<file path="src/rtl/fmr_fault_injector.sv">
// Five-lane replicator for the 5MR datapath with a programmable single-lane
// fault injector (stuck-at-0/1 or invert over a delayed window of valid samples).
module fmr_fault_injector #(
  parameter int CNT_W = 8
) (
  input  logic             clk,
  input  logic             rst_n,
  input  logic             d_in,
  input  logic             d_valid,
  output logic [4:0]       lane_out,
  output logic             lane_valid,
  output logic [4:0]       fault_mask,
  input  logic             cfg_valid,
  output logic             cfg_ready,
  input  logic [2:0]       cfg_lane,
  input  logic [1:0]       cfg_mode,
  input  logic [CNT_W-1:0] cfg_delay,
  input  logic [CNT_W-1:0] cfg_len,
  input  logic             cfg_abort,
  output logic             busy,
  output logic             cfg_err,
  output logic [7:0]       inj_count
);

  typedef enum logic [1:0] {
    IDLE   = 2'd0,
    ARMED  = 2'd1,
    ACTIVE = 2'd2
  } state_t;

  localparam logic [CNT_W-1:0] CNT_ONE = {{(CNT_W-1){1'b0}}, 1'b1};

  state_t           state_q, state_d;
  logic [2:0]       lane_q, lane_d;
  logic [1:0]       mode_q, mode_d;
  logic [CNT_W-1:0] cnt_q, cnt_d;
  logic [CNT_W-1:0] len_q, len_d;
  logic             perm_q, perm_d;
  logic             first_q, first_d;
  logic [4:0]       lane_out_q, lane_out_d;
  logic             lane_valid_q, lane_valid_d;
  logic [4:0]       fault_mask_q, fault_mask_d;
  logic             cfg_err_q, cfg_err_d;
  logic [7:0]       inj_count_q, inj_count_d;

  logic             accept_s;
  logic             illegal_s;
  logic             corrupt_s;
  logic [4:0]       sel_s;

  function automatic logic corrupt_bit(input logic [1:0] mode, input logic d);
    logic r;
    case (mode)
      2'b00:   r = 1'b0;
      2'b01:   r = 1'b1;
      2'b10:   r = ~d;
      default: r = d;
    endcase
    return r;
  endfunction

  // Next-state, sample counters and the registered lane outputs.
  always_comb begin
    state_d      = state_q;
    lane_d       = lane_q;
    mode_d       = mode_q;
    cnt_d        = cnt_q;
    len_d        = len_q;
    perm_d       = perm_q;
    first_d      = first_q;
    inj_count_d  = inj_count_q;
    accept_s     = cfg_valid && (state_q == IDLE);
    illegal_s    = (cfg_lane > 3'd4) || (cfg_mode == 2'b11);
    corrupt_s    = (state_q == ACTIVE) && d_valid && !cfg_abort;
    cfg_err_d    = accept_s && illegal_s;
    lane_valid_d = d_valid;
    sel_s        = 5'b00001 << lane_q;
    fault_mask_d = 5'b00000;
    lane_out_d   = d_valid ? {5{d_in}} : lane_out_q;

    case (state_q)
      IDLE: begin
        if (accept_s && !illegal_s) begin
          lane_d  = cfg_lane;
          mode_d  = cfg_mode;
          len_d   = cfg_len;
          perm_d  = (cfg_len == '0);
          first_d = 1'b1;
          if (cfg_delay != '0) begin
            state_d = ARMED;
            cnt_d   = cfg_delay;
          end else begin
            state_d = ACTIVE;
            cnt_d   = cfg_len;
          end
        end else begin
          state_d = IDLE;
        end
      end
      ARMED: begin
        if (cfg_abort) begin
          state_d = IDLE;
        end else if (d_valid) begin
          // cnt holds clean samples still to pass; the last one hands over to len.
          if (cnt_q == CNT_ONE) begin
            state_d = ACTIVE;
            cnt_d   = len_q;
          end else begin
            cnt_d = cnt_q - CNT_ONE;
          end
        end else begin
          state_d = ARMED;
        end
      end
      ACTIVE: begin
        if (cfg_abort) begin
          state_d = IDLE;
        end else if (d_valid) begin
          first_d = 1'b0;
          if (first_q && (inj_count_q != 8'd255)) begin
            inj_count_d = inj_count_q + 8'd1;
          end else begin
            inj_count_d = inj_count_q;
          end
          if (perm_q) begin
            state_d = ACTIVE;
          end else if (cnt_q == CNT_ONE) begin
            state_d = IDLE;
          end else begin
            cnt_d = cnt_q - CNT_ONE;
          end
        end else begin
          state_d = ACTIVE;
        end
      end
      default: begin
        state_d = IDLE;
      end
    endcase

    if (corrupt_s) begin
      lane_out_d   = ({5{d_in}} & ~sel_s) | ({5{corrupt_bit(mode_q, d_in)}} & sel_s);
      fault_mask_d = sel_s;
    end else begin
      fault_mask_d = 5'b00000;
    end
  end

  // State and output registers.
  always_ff @(posedge clk or negedge rst_n) begin
    if (!rst_n) begin
      state_q      <= IDLE;
      lane_q       <= 3'd0;
      mode_q       <= 2'd0;
      cnt_q        <= '0;
      len_q        <= '0;
      perm_q       <= 1'b0;
      first_q      <= 1'b0;
      lane_out_q   <= 5'b00000;
      lane_valid_q <= 1'b0;
      fault_mask_q <= 5'b00000;
      cfg_err_q    <= 1'b0;
      inj_count_q  <= 8'd0;
    end else begin
      state_q      <= state_d;
      lane_q       <= lane_d;
      mode_q       <= mode_d;
      cnt_q        <= cnt_d;
      len_q        <= len_d;
      perm_q       <= perm_d;
      first_q      <= first_d;
      lane_out_q   <= lane_out_d;
      lane_valid_q <= lane_valid_d;
      fault_mask_q <= fault_mask_d;
      cfg_err_q    <= cfg_err_d;
      inj_count_q  <= inj_count_d;
    end
  end

  assign lane_out   = lane_out_q;
  assign lane_valid = lane_valid_q;
  assign fault_mask = fault_mask_q;
  assign cfg_err    = cfg_err_q;
  assign inj_count  = inj_count_q;
  assign cfg_ready  = (state_q == IDLE);
  assign busy       = (state_q != IDLE);

endmodule

</file>
<file path="config.mk">
export PLATFORM = sky130hd
export DESIGN_NAME = fmr_fault_injector
export DESIGN_NICKNAME = d
export VERILOG_FILES = /design/src/rtl/fmr_fault_injector.sv
export SDC_FILE = /design/constraint.sdc
export NUM_CORES = 1
export LEC_CHECK = 0
export ABC_AREA = 1
export CAP_MARGIN = 10
export CORE_MARGIN = 2
export CORE_UTILIZATION = 30
export CTS_CLUSTER_SIZE = 25
export DETAILED_ROUTE_END_ITERATION = 16
export SLEW_MARGIN = 5
export SYNTH_ARGS = -nofsm -noshare
export SYNTH_HDL_FRONTEND = slang
export SYNTH_SLANG_ARGS = --single-unit
export TNS_END_PERCENT = 10
</file>
<file path="constraint.sdc">
create_clock -name clk -period 1.95 [get_ports clk]
set_input_delay 0.2925 -clock clk [delete_from_list [all_inputs] [get_ports clk]]
set_output_delay 0.2925 -clock clk [all_outputs]
set_load 0.02 [all_outputs]
</file>
; ---- Word level (Yosys, flattened, before mapping)
; Cells that the tools add are included.
[classes]
shift = 1
n_eq_ne = 16
bitwise = 6
n_lt_le_gt_ge = 1
n_reduce_logical = 22
n_addsub = 2
mux = 29
[ops]
columns = op, n
row1 = $mux 8, 9
row2 = $pmux 8 s3, 1
row3 = $mux 2, 9
row4 = $mux 5, 3
row5 = $ne 2x2->1 const B, 6
row6 = $and 5x5->5, 2
row7 = $add 8x1->8 const B, 1
row8 = $eq 8x1->1 const B, 1
row9 = $logic_not 8->1, 1
row10 = $ne 8x8->1 const B, 1
row11 = $reduce_and 4->1, 2
row12 = $reduce_and 8->1, 1
row13 = $reduce_bool 8->1, 1
row14 = $sub 8x1->8 const B, 1
row15 = $eq 2x2->1 const B, 3
row16 = $logic_and 1x1->1, 6
row17 = $pmux 2 s3, 1
row18 = $reduce_bool 2->1, 3
row19 = $ne 5x4->1 const B, 1
row20 = $not 5->5, 1
row21 = $or 5x5->5, 1
row22 = $shl 1x3->5 const A, 1
row23 = $eq 2x1->1 const B, 2
row24 = $logic_not 2->1, 2
row25 = other kinds (11), 17
[word_totals]
out_inout_bits = 22
ff_bits = 45
inputBits = 27
word_cells = 89

; ---- Logic depth before layout (Yosys ltp)
; Gate-level depths: netlist of run 1.
[depth]
word_depth = 7
depth_mapped = 12
mapped_depth_nobuf = 11

; ---- Least setup slack after synthesis of run 1
; No wires, ideal clock.
[synth_timing]
path_kind = register -> register
from = reg state_q[0]
to = reg first_q
stages_incl_launch_ff = 9
path_slack_ns = 0.325
setup_ns = 0.082
arrival_time_ns = 1.542
path_buffers = 2
required_ns = 1.868
cell_sequence = dfrtp_1 inv_1 ha_1 nand2_1 inv_1 nand3_2 buf_2 buf_6 o22ai_1
[synth_via]
elab_chain_len = 5
[synth_lines]
columns = element, line_no
row1 = from (decl), 33  ; state_t state_q, state_d;
row2 = from (signal assigned), 165  ; state_q <= state_d;
row3 = $logic_not 2->1 *, n/a
row4 = net cfg_ready, 14  ; output logic cfg_ready,
row5 = $logic_and 1x1->1, 72  ; accept_s = cfg_valid && (state_q == IDLE);
row6 = $logic_and 1x1->1, 83  ; if (accept_s && !illegal_s) begin
row7 = $ne 2x1->1 (no source line), n/a
row8 = $reduce_and 4->1 (no source line), n/a
row9 = to (signal assigned), 171  ; first_q <= first_d;
row10 = to (decl), 39  ; logic first_q, first_d;
; Mark *: on every way through the listed nets, which the timed path passes. The rest lies on a longest branch.
; A chain may end at the register's enable or synchronous reset.

; ---- Worst setup path after layout of run 1
[layout_timing]
from = reg state_q[0]
to = out busy
[layout_via]
elab_chain_len = 1
[layout_lines]
columns = element, line_no
row1 = $reduce_bool 2->1, 186  ; assign busy = (state_q != IDLE);
row2 = to (decl), 20  ; output logic busy,
; No other way between the ends.

==> reports/metrics.yaml, run 1 <==
firstDrtPassIters: 4
worstReg2RegEnd: "cnt_q[4]"
cts_buffers: 5
initial_core_util_pct: 30.45
synthesis.area_um2: 2616
root_buffer: "clkbuf_8"
rsz0062_at_grt: "no"
gp_congestion: 0.8394
die_h_um: 97.39
worstSetupPathType: "flop to output port"
grt_usage_pct: 13.88
syn_to_final_growth_pct: 28.31
antennaDiodeCount: 0
reg2regPathDepth: 10
ios: 49
ant_nets: 0
grt_max_degree: 46
finalSetupTns_ps: 0
crit_path_end_kind: "output port"
grt_pass1_wl_um: 10900
dp_hpwl_um: 4863
drt-initial-drc-count: 119
outcome: "finished, final reports clean"
portBuffers: 48
drive_above_1_share_pct: 12.81
worstPathRequired_ps: 1660
setup_ws_ps: 196.8
vias: 2316
yosysUniqueCellTypes: 35
drc: 0
clock-skew-final_ps: 5.095
p_leak_nw: 1.643
dpl_worst_slack_ps: 148.5
fp.dieW_um: 97.39
fmax_mhz: 570.4
cts_tree: "done"
ys_warn_count: 0
r2r_start: "state_q[0]"
synth_fp_nets: 374
cts.sinks: 45
hold_viol: 0
die_area_um2: 9484
cpPeakStageDelay_ps: 430
synth_area_per_cell_um2: 7.695
insertion_delay_ps: 300
r2r_slack_ps: 210
nets: 431
routed_via_density: 4.577
tightest_slew_ps: 573.4
antenna_found_initial: 0
core_region_area_um2: 8593
worst-path-max-fanout: 6
crit_top_cell: "inv_1"
drv_cap: 0
startpoint_type: "flop"
hold_class: "primary input to asynchronous set/reset pin"
crit_chain: "inv_1 > ha_2 > inv_1 > dlygate4sd2_1"
finalMaxSlewViolations: 0
finalCriticalPeriod_ps: 1753
grt_overflow_total: 0
syn-instance-count: 340
grt_pass1_vias: 2322
post-route-cell-area_um2: 3357
report.final.setup_viol: 0
seq_area_frac_synth_pct: 43.04
peakVddDrop_uv: 400.1
ys_ff_latch: 45
critical_path_arrival_ps: 1460
route.detailed.wl_per_inst_um: 12.01
drt_wl_total_um: 6075
p_per_area_nw_per_um2: 962.4
htree_levels: 2
num_rows: 34
cts_buffer_depth: 2
cp_slowest_cell: "dfrtp_1"
maxSlewHeadroom_pct: 61.77
dpl_cell_area_um2: 3249
clkTransAtPathRegs_ps: 90
finalCritPeriodShare_pct: 89.91
hold_buffers: 0
==> cell families (layout without fill, tap and decap cells) <==
kind of cell    after synthesis  in the layout  share of synthesized area (%)
simple gates                185            185                          33.19
xor+xnor                      9              9                          3.013
fa+ha+maj                     7              7                          3.348
buf+inv                      52            110                          7.891
compound gates               42             42                          9.517
flops                        45             45                          43.04
==> area by class of cell <==
class | instances | area [µm²]
Tap cell | 108 | 135.1
Clock buffer | 7 | 96.34
Clock inverter | 1 | 8.758
Timing Repair Buffer | 55 | 525.5
Inverter | 47 | 176.4
Multi-Input combinational cell | 243 | 1289
Fill cell | 892 | 5236
Sequential cell | 45 | 1126
==> metrics by stage <==
stage / instances / total power, W / util (%) / hold slack [ps]
finish: 506 / 0.003231 / 39.07 / 64.06
floorplan: 340 / 0.002189 / - / -3.091
detailed placement: 498 / 0.002608 / 37.81 / 426.1
global placement: 498 / 0.002583 / 37.81 / 424.3
CTS: 506 / 0.003263 / 39.04 / 95.65
global route: 506 / 0.003502 / 39.07 / 116.4
==> sequential cells by signal, indices dropped and copies added, names as in the netlist, 2 cells and up <==
| name | cells |
|---|---|
| cnt_q | 8 |
| fault_mask | 5 |
| inj_count | 8 |
| lane_out | 5 |
| lane_q | 3 |
| len_q | 8 |
| mode_q | 2 |
| state_q | 2 |
==> critical path: cells and delay by family (launching register included) <==
kind	cells	cell delay, ps
adder cells (fa/ha/maj)	1	270
buffers and inverters	3	460
flip-flops	1	430
==> cells in the final DEF, fill, tap and decap left out, drive strengths merged <==
master	instances
nand3	26
o32ai	1
o211ai	1
clkdlybuf4s50	45
o311ai	1
a31oi	4
xnor2	3
inv	48
ha	7
dfrtp	45
nand4	4
dlygate4sd2	2
nor3	3
or2	1
nand2	117
nor2	31
nand3b	2
a21oi	12
a22oi	3
o21ai	19
nor4	1
xor2	6
buf	8
o22ai	1
clkbuf	7
==> cell usage after synthesis <==
cell type | count | share of area (%)
nor3_1 | 2 | 0.38
o311ai_0 | 1 | 0.33
nand3b_1 | 2 | 0.57
clkbuf_1 | 1 | 0.14
nor2_4 | 3 | 1.3
o21ai_0 | 14 | 2.7
o21ai_2 | 1 | 0.33
o21ai_1 | 4 | 0.77
buf_6 | 1 | 0.43
ha_1 | 7 | 3.3
nand3_1 | 23 | 4.4
nand2_2 | 6 | 1.4
nor2_1 | 22 | 3.2
nand3_2 | 3 | 1.1
o32ai_1 | 1 | 0.33
dfrtp_1 | 45 | 43
nor4_1 | 1 | 0.24
a21oi_1 | 9 | 1.7
buf_2 | 3 | 0.57
nor2_2 | 4 | 0.96
o22ai_1 | 1 | 0.24
nand2_4 | 2 | 0.86
a21oi_2 | 3 | 1.0
or2_2 | 1 | 0.24
o211ai_1 | 1 | 0.29
nor2_8 | 2 | 1.5
nand2_1 | 109 | 16
inv_1 | 40 | 5.7
xor2_1 | 6 | 2.0
a22oi_1 | 3 | 0.86
a31oi_1 | 4 | 0.96
inv_2 | 7 | 1.0
xnor2_1 | 3 | 1.0
nand4_1 | 4 | 0.96
nor3_2 | 1 | 0.38
==> metal layers <==
metal | up-vias | part of all wire (%) | global-route usage, % | routed length [µm]
met3 | 7 | 4.3 | 2.374 | 263
li1 | 1190 | - | - | -
met4 | 0 | 1.4 | 4.380 | 84
met1 | 1069 | 47 | 19.31 | 2873
met2 | 50 | 47 | 22.12 | 2854
met5 | - | 0 | 0 | 0
==> power by group <==
part	leakage [nW]	internal, W	switching [W]
registers	0.567	0.00113	0.000186
logic	1.02	0.000495	0.000767
clock network	0.0549	0.000327	0.000321
total	1.64	0.00196	0.00127
==> worst max path at each step <==
stage | slack [ps] | endpoint | from | depth (start not counted)
after detailed placement | 150 | cnt_q[4] | state_q[0] | 10
after global placement | 210 | cfg_ready | state_q[0] | 3
after global routing | 10 | cnt_q[0] | state_q[0] | 10
final | 200 | busy | state_q[0] | 4
after floorplan | 330 | first_q | state_q[0] | 8
after CTS | 180 | busy | state_q[0] | 4
==> what timing repair did <==
action / CTS / global route
endpoints found under the setup margin: 2 / 7
setup buffers: 0 / 0
resized for setup: 3 / 1
No activity file was read; power rests on OpenSTA's default activity.
==> run 2: changes to the inputs <==
==> constraint.sdc (replaced) <==
create_clock -name clk -period 1.9 [get_ports clk]
set_input_delay 0.285 -clock clk [delete_from_list [all_inputs] [get_ports clk]]
set_output_delay 0.285 -clock clk [all_outputs]
set_load 0.02 [all_outputs]
==> run 2 against run 1 <==
Effect of this change: final cell count grew 0.79%; global-route usage rose by 0.31 points; largest cell class unchanged; clock power is 19% higher; total power grew 6.8%; highest routed layer unchanged; register-to-register slack hardly changed.
==> reports/metrics.yaml, run 2 (same netlist as run 1, synthesis figures left out) <==
die_h_um: 97.39  # unchanged
ios: 49  # unchanged
r2r_slack_ps: 210  # about the same
finalMaxSlewViolations: 0  # unchanged
finalSetupTns_ps: 0  # unchanged
drc: 0  # unchanged
grt_pass1_vias: 2285  # -1.6%
worstPathRequired_ps: 2090  # +430 ps
peakVddDrop_uv: 355.2  # -11%
post_cts_buffers: 0  # unchanged
final_cell_mix: "nand2_1, dfrtp_1, clkdlybuf4s50_1"
crit_path_end_kind: "flop"
startpoint_type: "flop"
mostFrequentLayoutCell: "nand2_1"
combPwrFrac_pct: 38.3  # -0.8 points
grt_pass1_wl_um: 11060  # +1.4%
drt_wl_total_um: 6364  # +4.8%
drv_cap: 0  # unchanged
clkTransAtPathRegs_ps: 80  # about the same
fillers: 889  # -0.34%
p_sw_share_pct: 38.52  # -0.90 points
finalCriticalPeriod_ps: 1690
crit_chain: "inv_1 > ha_1 > nand2_4 > nor2_8 > nand2_4 > nor2_4 > nand2_1 > nand2_1 > nand2_1"
insertion_delay_ps: 300  # about the same
worstSetupPathType: "flop to flop"
route.detailed.wl_per_inst_um: 12.48  # +3.9%
fin_cells: 510  # +0.79%
cts_tree: "done"
cpPeakStageDelay_ps: 420  # about the same
crit_top_cell: "nand2_1"
internal-power_w: 0.002121  # +8.4%
clock-skew-final_ps: 8.458  # +3.363 ps
antennaDiodeCount: 0  # unchanged
core_region_area_um2: 8593  # unchanged
critical_path_arrival_ps: 1880  # +420 ps
cp_slowest_cell: "dfrtp_1"
ant_nets: 0  # unchanged
nets: 435  # +0.93%
routed_via_density: 4.557  # -0.44%
die_area_um2: 9484  # unchanged
hold_viol: 0  # unchanged
cts.sinks: 45  # unchanged
gp_congestion: 0.8469  # +0.89%
cts_buffer_depth: 2  # unchanged
antenna_found_initial: 0  # unchanged
place_inst: 501  # +0.60%
cts_buffers: 5  # unchanged
drive_above_1_share_pct: 12.94  # +0.12 points
switching_power_w: 0.001329  # +4.3%
drt-initial-drc-count: 80  # -33%
pwr-share-clk_pct: 22.4  # +2.3 points
fmax_mhz: 591.7
p_seq_share_pct: 39.3  # -1.6 points
syn_to_final_growth_pct: 30.89
p_leak_nw: 1.674  # +1.9%
grt_max_degree: 41  # -11%
rsz0062_at_grt: "no"
report.final.setup_viol: 0  # unchanged
dp_hpwl_um: 4954  # +1.9%
finalCritPeriodShare_pct: 88.95
firstDrtPassIters: 4  # unchanged
maxSlewHeadroom_pct: 74.47  # +13 points
vias: 2324  # +0.35%
num_rows: 34  # unchanged
grt_usage_pct: 14.19  # +0.31 points
p_per_area_nw_per_um2: 1007  # +4.7%
hold_class: "primary input to asynchronous set/reset pin"
root_buffer: "clkbuf_8"
tightest_slew_ps: 382.6  # -190.8 ps
grt_overflow_total: 0  # unchanged
worst-path-max-fanout: 6  # unchanged
outcome: "finished, final reports clean"
htree_levels: 2  # unchanged
fp.dieW_um: 97.39  # unchanged
portBuffers: 48  # unchanged
initial_core_util_pct: 30.45  # unchanged
-- run 2: final cells by class --
type                            instances  area (µm²)  share of cell area, %
Clock buffer                            7       86.33                  2.521
Clock inverter                          1       30.03                 0.8769
Inverter                               47       176.4                  5.152
Multi-Input combinational cell        243        1296                  37.85
Sequential cell                        45        1126                  32.88
Tap cell                              108       135.1                  3.946
Timing Repair Buffer                   59       574.3                  16.77
-- run 2: path summary, 6_finish.rpt --
check,start,endpoint,cells past startpoint
min in group clk,inj_count[4],inj_count[4],1
max reg2reg,state_q[0],inj_count[7],9
max in group asynchronous,rst_n,inj_count[1],3
max,state_q[0],inj_count[7],9
min,rst_n,cnt_q[4],2
min reg2reg,inj_count[4],inj_count[4],1
-- run 2: metal layers --
metal	vias to the layer above	global-route usage (%)	share of wire [%]
li1	1193	-	-
met1	1078	20.47	49
met2	45	21.80	45
met3	8	2.446	4.2
met4	0	4.274	1.7
met5	-	0	0
-- run 2: power by group through the flow --
stage / sequential, W / clock, W / combinational [W]
3_3_place_gp: 0.00137 / 0 / 0.00130
6_report: 0.00136 / 0.000771 / 0.00132
4_1_cts: 0.00136 / 0.000774 / 0.00132
2_1_floorplan: 0.00136 / 0 / 0.000884
3_5_place_dp: 0.00137 / 0 / 0.00132
5_1_grt: 0.00139 / 0.000814 / 0.00151
-- run 2: timing repair --
item	4_1_cts	5_1_grt
hold buffers	1	0
hold endpoints to repair	5	0
setup endpoints to repair	2	11
resized for setup	2	3
-- run 2: per-stage QoR --
stage / util (%) / hold slack (ps) / power (W) / setup WS, ps / instance area, µm²
6_report: 39.85 / 351.1 / 0.003449 / 210.0 / 3425
4_1_cts: 39.66 / 361.5 / 0.003447 / 87.75 / 3408
5_1_grt: 39.85 / 372.9 / 0.003713 / 48.49 / 3425
3_3_place_gp: 38.22 / 134.4 / 0.002666 / 163.5 / 3284
2_1_floorplan: - / -10.59 / 0.002246 / 275.2 / 2616
3_5_place_dp: 38.22 / 135.5 / 0.002690 / 125.0 / 3284
-- run 2: worst max-delay path: cells and delay by family, from the launching register on --
family	cells	cell delay (ps)
and+or+nand+nor	7	650
DFF	1	420
adders and majority gates	1	370
buffers and inverters	1	130
==> run 3: changes to the inputs <==
--- a/config.mk
+++ b/config.mk
@@ -7,10 +7,14 @@
 export LEC_CHECK = 0
 export ABC_AREA = 1
 export CAP_MARGIN = 10
+export CELL_PAD_IN_SITES_DETAIL_PLACEMENT = 1
+export CELL_PAD_IN_SITES_GLOBAL_PLACEMENT = 2
 export CORE_MARGIN = 2
 export CORE_UTILIZATION = 30
 export CTS_CLUSTER_SIZE = 25
 export DETAILED_ROUTE_END_ITERATION = 16
+export PLACE_DENSITY_LB_ADDON = 0.1
+export RECOVER_POWER = 50
 export SLEW_MARGIN = 5
 export SYNTH_ARGS = -nofsm -noshare
 export SYNTH_HDL_FRONTEND = slang
==> run 3 against run 2 <==
Effect of this change: the run now ends with capacitance limit, slew limit left; worst setup slack got worse by 11 ps; final area shrank 0.91%; global-route usage is 1.8 points higher; via count up 0.95%; first-iteration DRC count is 57% lower; worst hold slack improved by 27 ps; register-to-register slack hardly changed.
==> reports/metrics.yaml, run 3 (same netlist as run 1, synthesis figures left out) <==
outcome: "finished with violations"
violations: "capacitance limit, slew limit"
p_sw_share_pct: 39.66  # +1.1 points
switching_power_w: 0.001372  # +3.3%
path_buf_inv: 3  # +2
peakVddDrop_uv: 373.1  # +5.0%
grt_overflow_total: 0  # unchanged
internal-power_w: 0.002087  # -1.6%
cts_tree: "done"
cts_buffer_depth: 2  # unchanged
vias: 2346  # +0.95%
routed_via_density: 4.591  # +0.75%
drc: 0  # unchanged
fp.dieW_um: 97.39  # unchanged
ios: 49  # unchanged
ant_nets: 0  # unchanged
combPwrFrac_pct: 39.0  # +0.7 points
finalCritPeriodShare_pct: 89.52  # +0.57 points
grt_pass1_vias: 2437  # +6.7%
finalSetupTns_ps: 0  # unchanged
fmax_mhz: 587.9  # -0.64%
hold_buffers: 0  # -1
insertion_delay_ps: 310  # about the same
hold_class: "primary input to asynchronous set/reset pin"
pwr-share-clk_pct: 21.6  # -0.8 points
critical_path_arrival_ps: 1420  # -460 ps
drt_wl_total_um: 7162  # +13%
crit_path_end_kind: "output port"
route.detailed.wl_per_inst_um: 14.02  # +12%
rsz0062_at_grt: "no"
p_total_w: 0.003459  # +0.27%
syn_to_final_growth_pct: 29.70
worstSetupPathType: "flop to output port"
grt_usage_pct: 15.96  # +1.8 points
tightest_slew_ps: 1623  # +1240 ps
drive_above_1_share_pct: 12.41  # -0.53 points
dp_hpwl_um: 5789  # +17%
report.final.setup_viol: 0  # unchanged
crit_top_cell: "inv_1"
p_leak_nw: 1.669  # -0.33%
clkTransAtPathRegs_ps: 100  # +20 ps
p_seq_share_pct: 39.3  # about the same
drv_cap: 1  # +1
fillers: 1069  # +20%
final_cell_mix: "nand2_1, dfrtp_1, clkdlybuf4s50_1"
cp_slowest_cell: "dfrtp_1"
firstDrtPassIters: 5  # +1
cpPeakStageDelay_ps: 430  # about the same
p_per_area_nw_per_um2: 1019  # +1.2%
post_cts_buffers: 0  # unchanged
htree_levels: 2  # unchanged
die_area_um2: 9484  # unchanged
core_region_area_um2: 8593  # unchanged
cts.sinks: 45  # unchanged
finalMaxSlewViolations: 30  # +30
antennaDiodeCount: 0  # unchanged
worst-path-max-fanout: 6  # unchanged
setup_ws_ps: 199.1  # -10.89 ps
dpl_worst_slack_ps: 79.27  # -45.71 ps
initial_core_util_pct: 30.45  # unchanged
crit_chain: "inv_1 > ha_4 > inv_1 > dlygate4sd2_1"
startpoint_type: "flop"
final_core_util_pct: 39.49  # -0.36 points
r2r_start: "state_q[0]"
drt-initial-drc-count: 34  # -57%
die_h_um: 97.39  # unchanged
grt_pass1_wl_um: 12170  # +10%
antenna_found_initial: 0  # unchanged
crit_start: "state_q[1]"
num_rows: 34  # unchanged
cp_top_family: "buffers and inverters"
maxSlewHeadroom_pct: -8.181  # -83 points
cts_buffers: 5  # unchanged
clock-skew-final_ps: 11.03  # +2.570 ps
worstPathRequired_ps: 1620  # -470 ps
hold_viol: 0  # unchanged
mostFrequentLayoutCell: "nand2_1"
portBuffers: 48  # unchanged
gp_congestion: 0.8182  # -3.4%
root_buffer: "clkbuf_8"
finalCriticalPeriod_ps: 1701  # +10.89 ps
nets: 436  # +0.23%
grt_max_degree: 30  # -27%
[run 3: worst register-to-register path, stage by stage (launching register included)]
cell	delay [ps]
dfrtp_1	420
inv_1	130
ha_2	300
nand2_4	120
nor2_8	110
nand2_1	150
nor2_4	190
nand2_1	70
nand2_1	60
nand2_1	40
[run 3: path summary, 6_finish.rpt]
path / depth (start not counted) / endpoint / slack, ps
max: 4 / busy / 200
min: 1 / cnt_q[6] / 380
max reg2reg: 9 / inj_count[7] / 200
min reg2reg: 2 / mode_q[1] / 490
max in group asynchronous: 2 / lane_out[0] / 440
min in group clk: 2 / mode_q[1] / 490
[run 3: power by group through the flow]
stage	Combinational (W)	Clock, W	Sequential [W]
after detailed placement	0.00137	0	0.00138
after global routing	0.00155	0.000812	0.00139
final	0.00135	0.000748	0.00136
after CTS	0.00137	0.000777	0.00136
after global placement	0.00134	0	0.00138
after floorplan	0.000884	0	0.00136
[run 3: routing by layer]
metal	global-route usage (%)	routed length (µm)	up-vias
met5	0	0	-
met3	2.374	184	7
met4	4.060	78	0
met2	24.46	3119	32
met1	23.64	3780	1105
li1	-	-	1202
[run 3: timing repair]
item | 4_1_cts | 5_1_grt
pin swaps | 0 | 0
endpoints found under the setup margin | 2 | 11
resized for setup | 2 | 3
[run 3: final cells by class]
cell class | instances | area, µm² | share of cell area [%]
clock buffer | 6 | 72.57 | 2.139
clock inverter | 2 | 38.79 | 1.143
inverter | 47 | 176.4 | 5.199
multi-input combinational | 243 | 1289 | 37.98
sequential | 45 | 1126 | 33.19
tap | 108 | 135.1 | 3.982
timing repair buffer | 60 | 555.5 | 16.37
[run 3: per-stage QoR]
| stage | area, µm² | hold slack [ps] | instances |
|---|---|---|---|
| final | 3393 | 377.8 | 511 |
| after detailed placement | 3287 | 374.7 | 503 |
| after CTS | 3396 | 34.39 | 511 |
| after global routing | 3393 | 506.2 | 511 |
| after floorplan | 2616 | -10.59 | 340 |
| after global placement | 3287 | 372.9 | 503 |
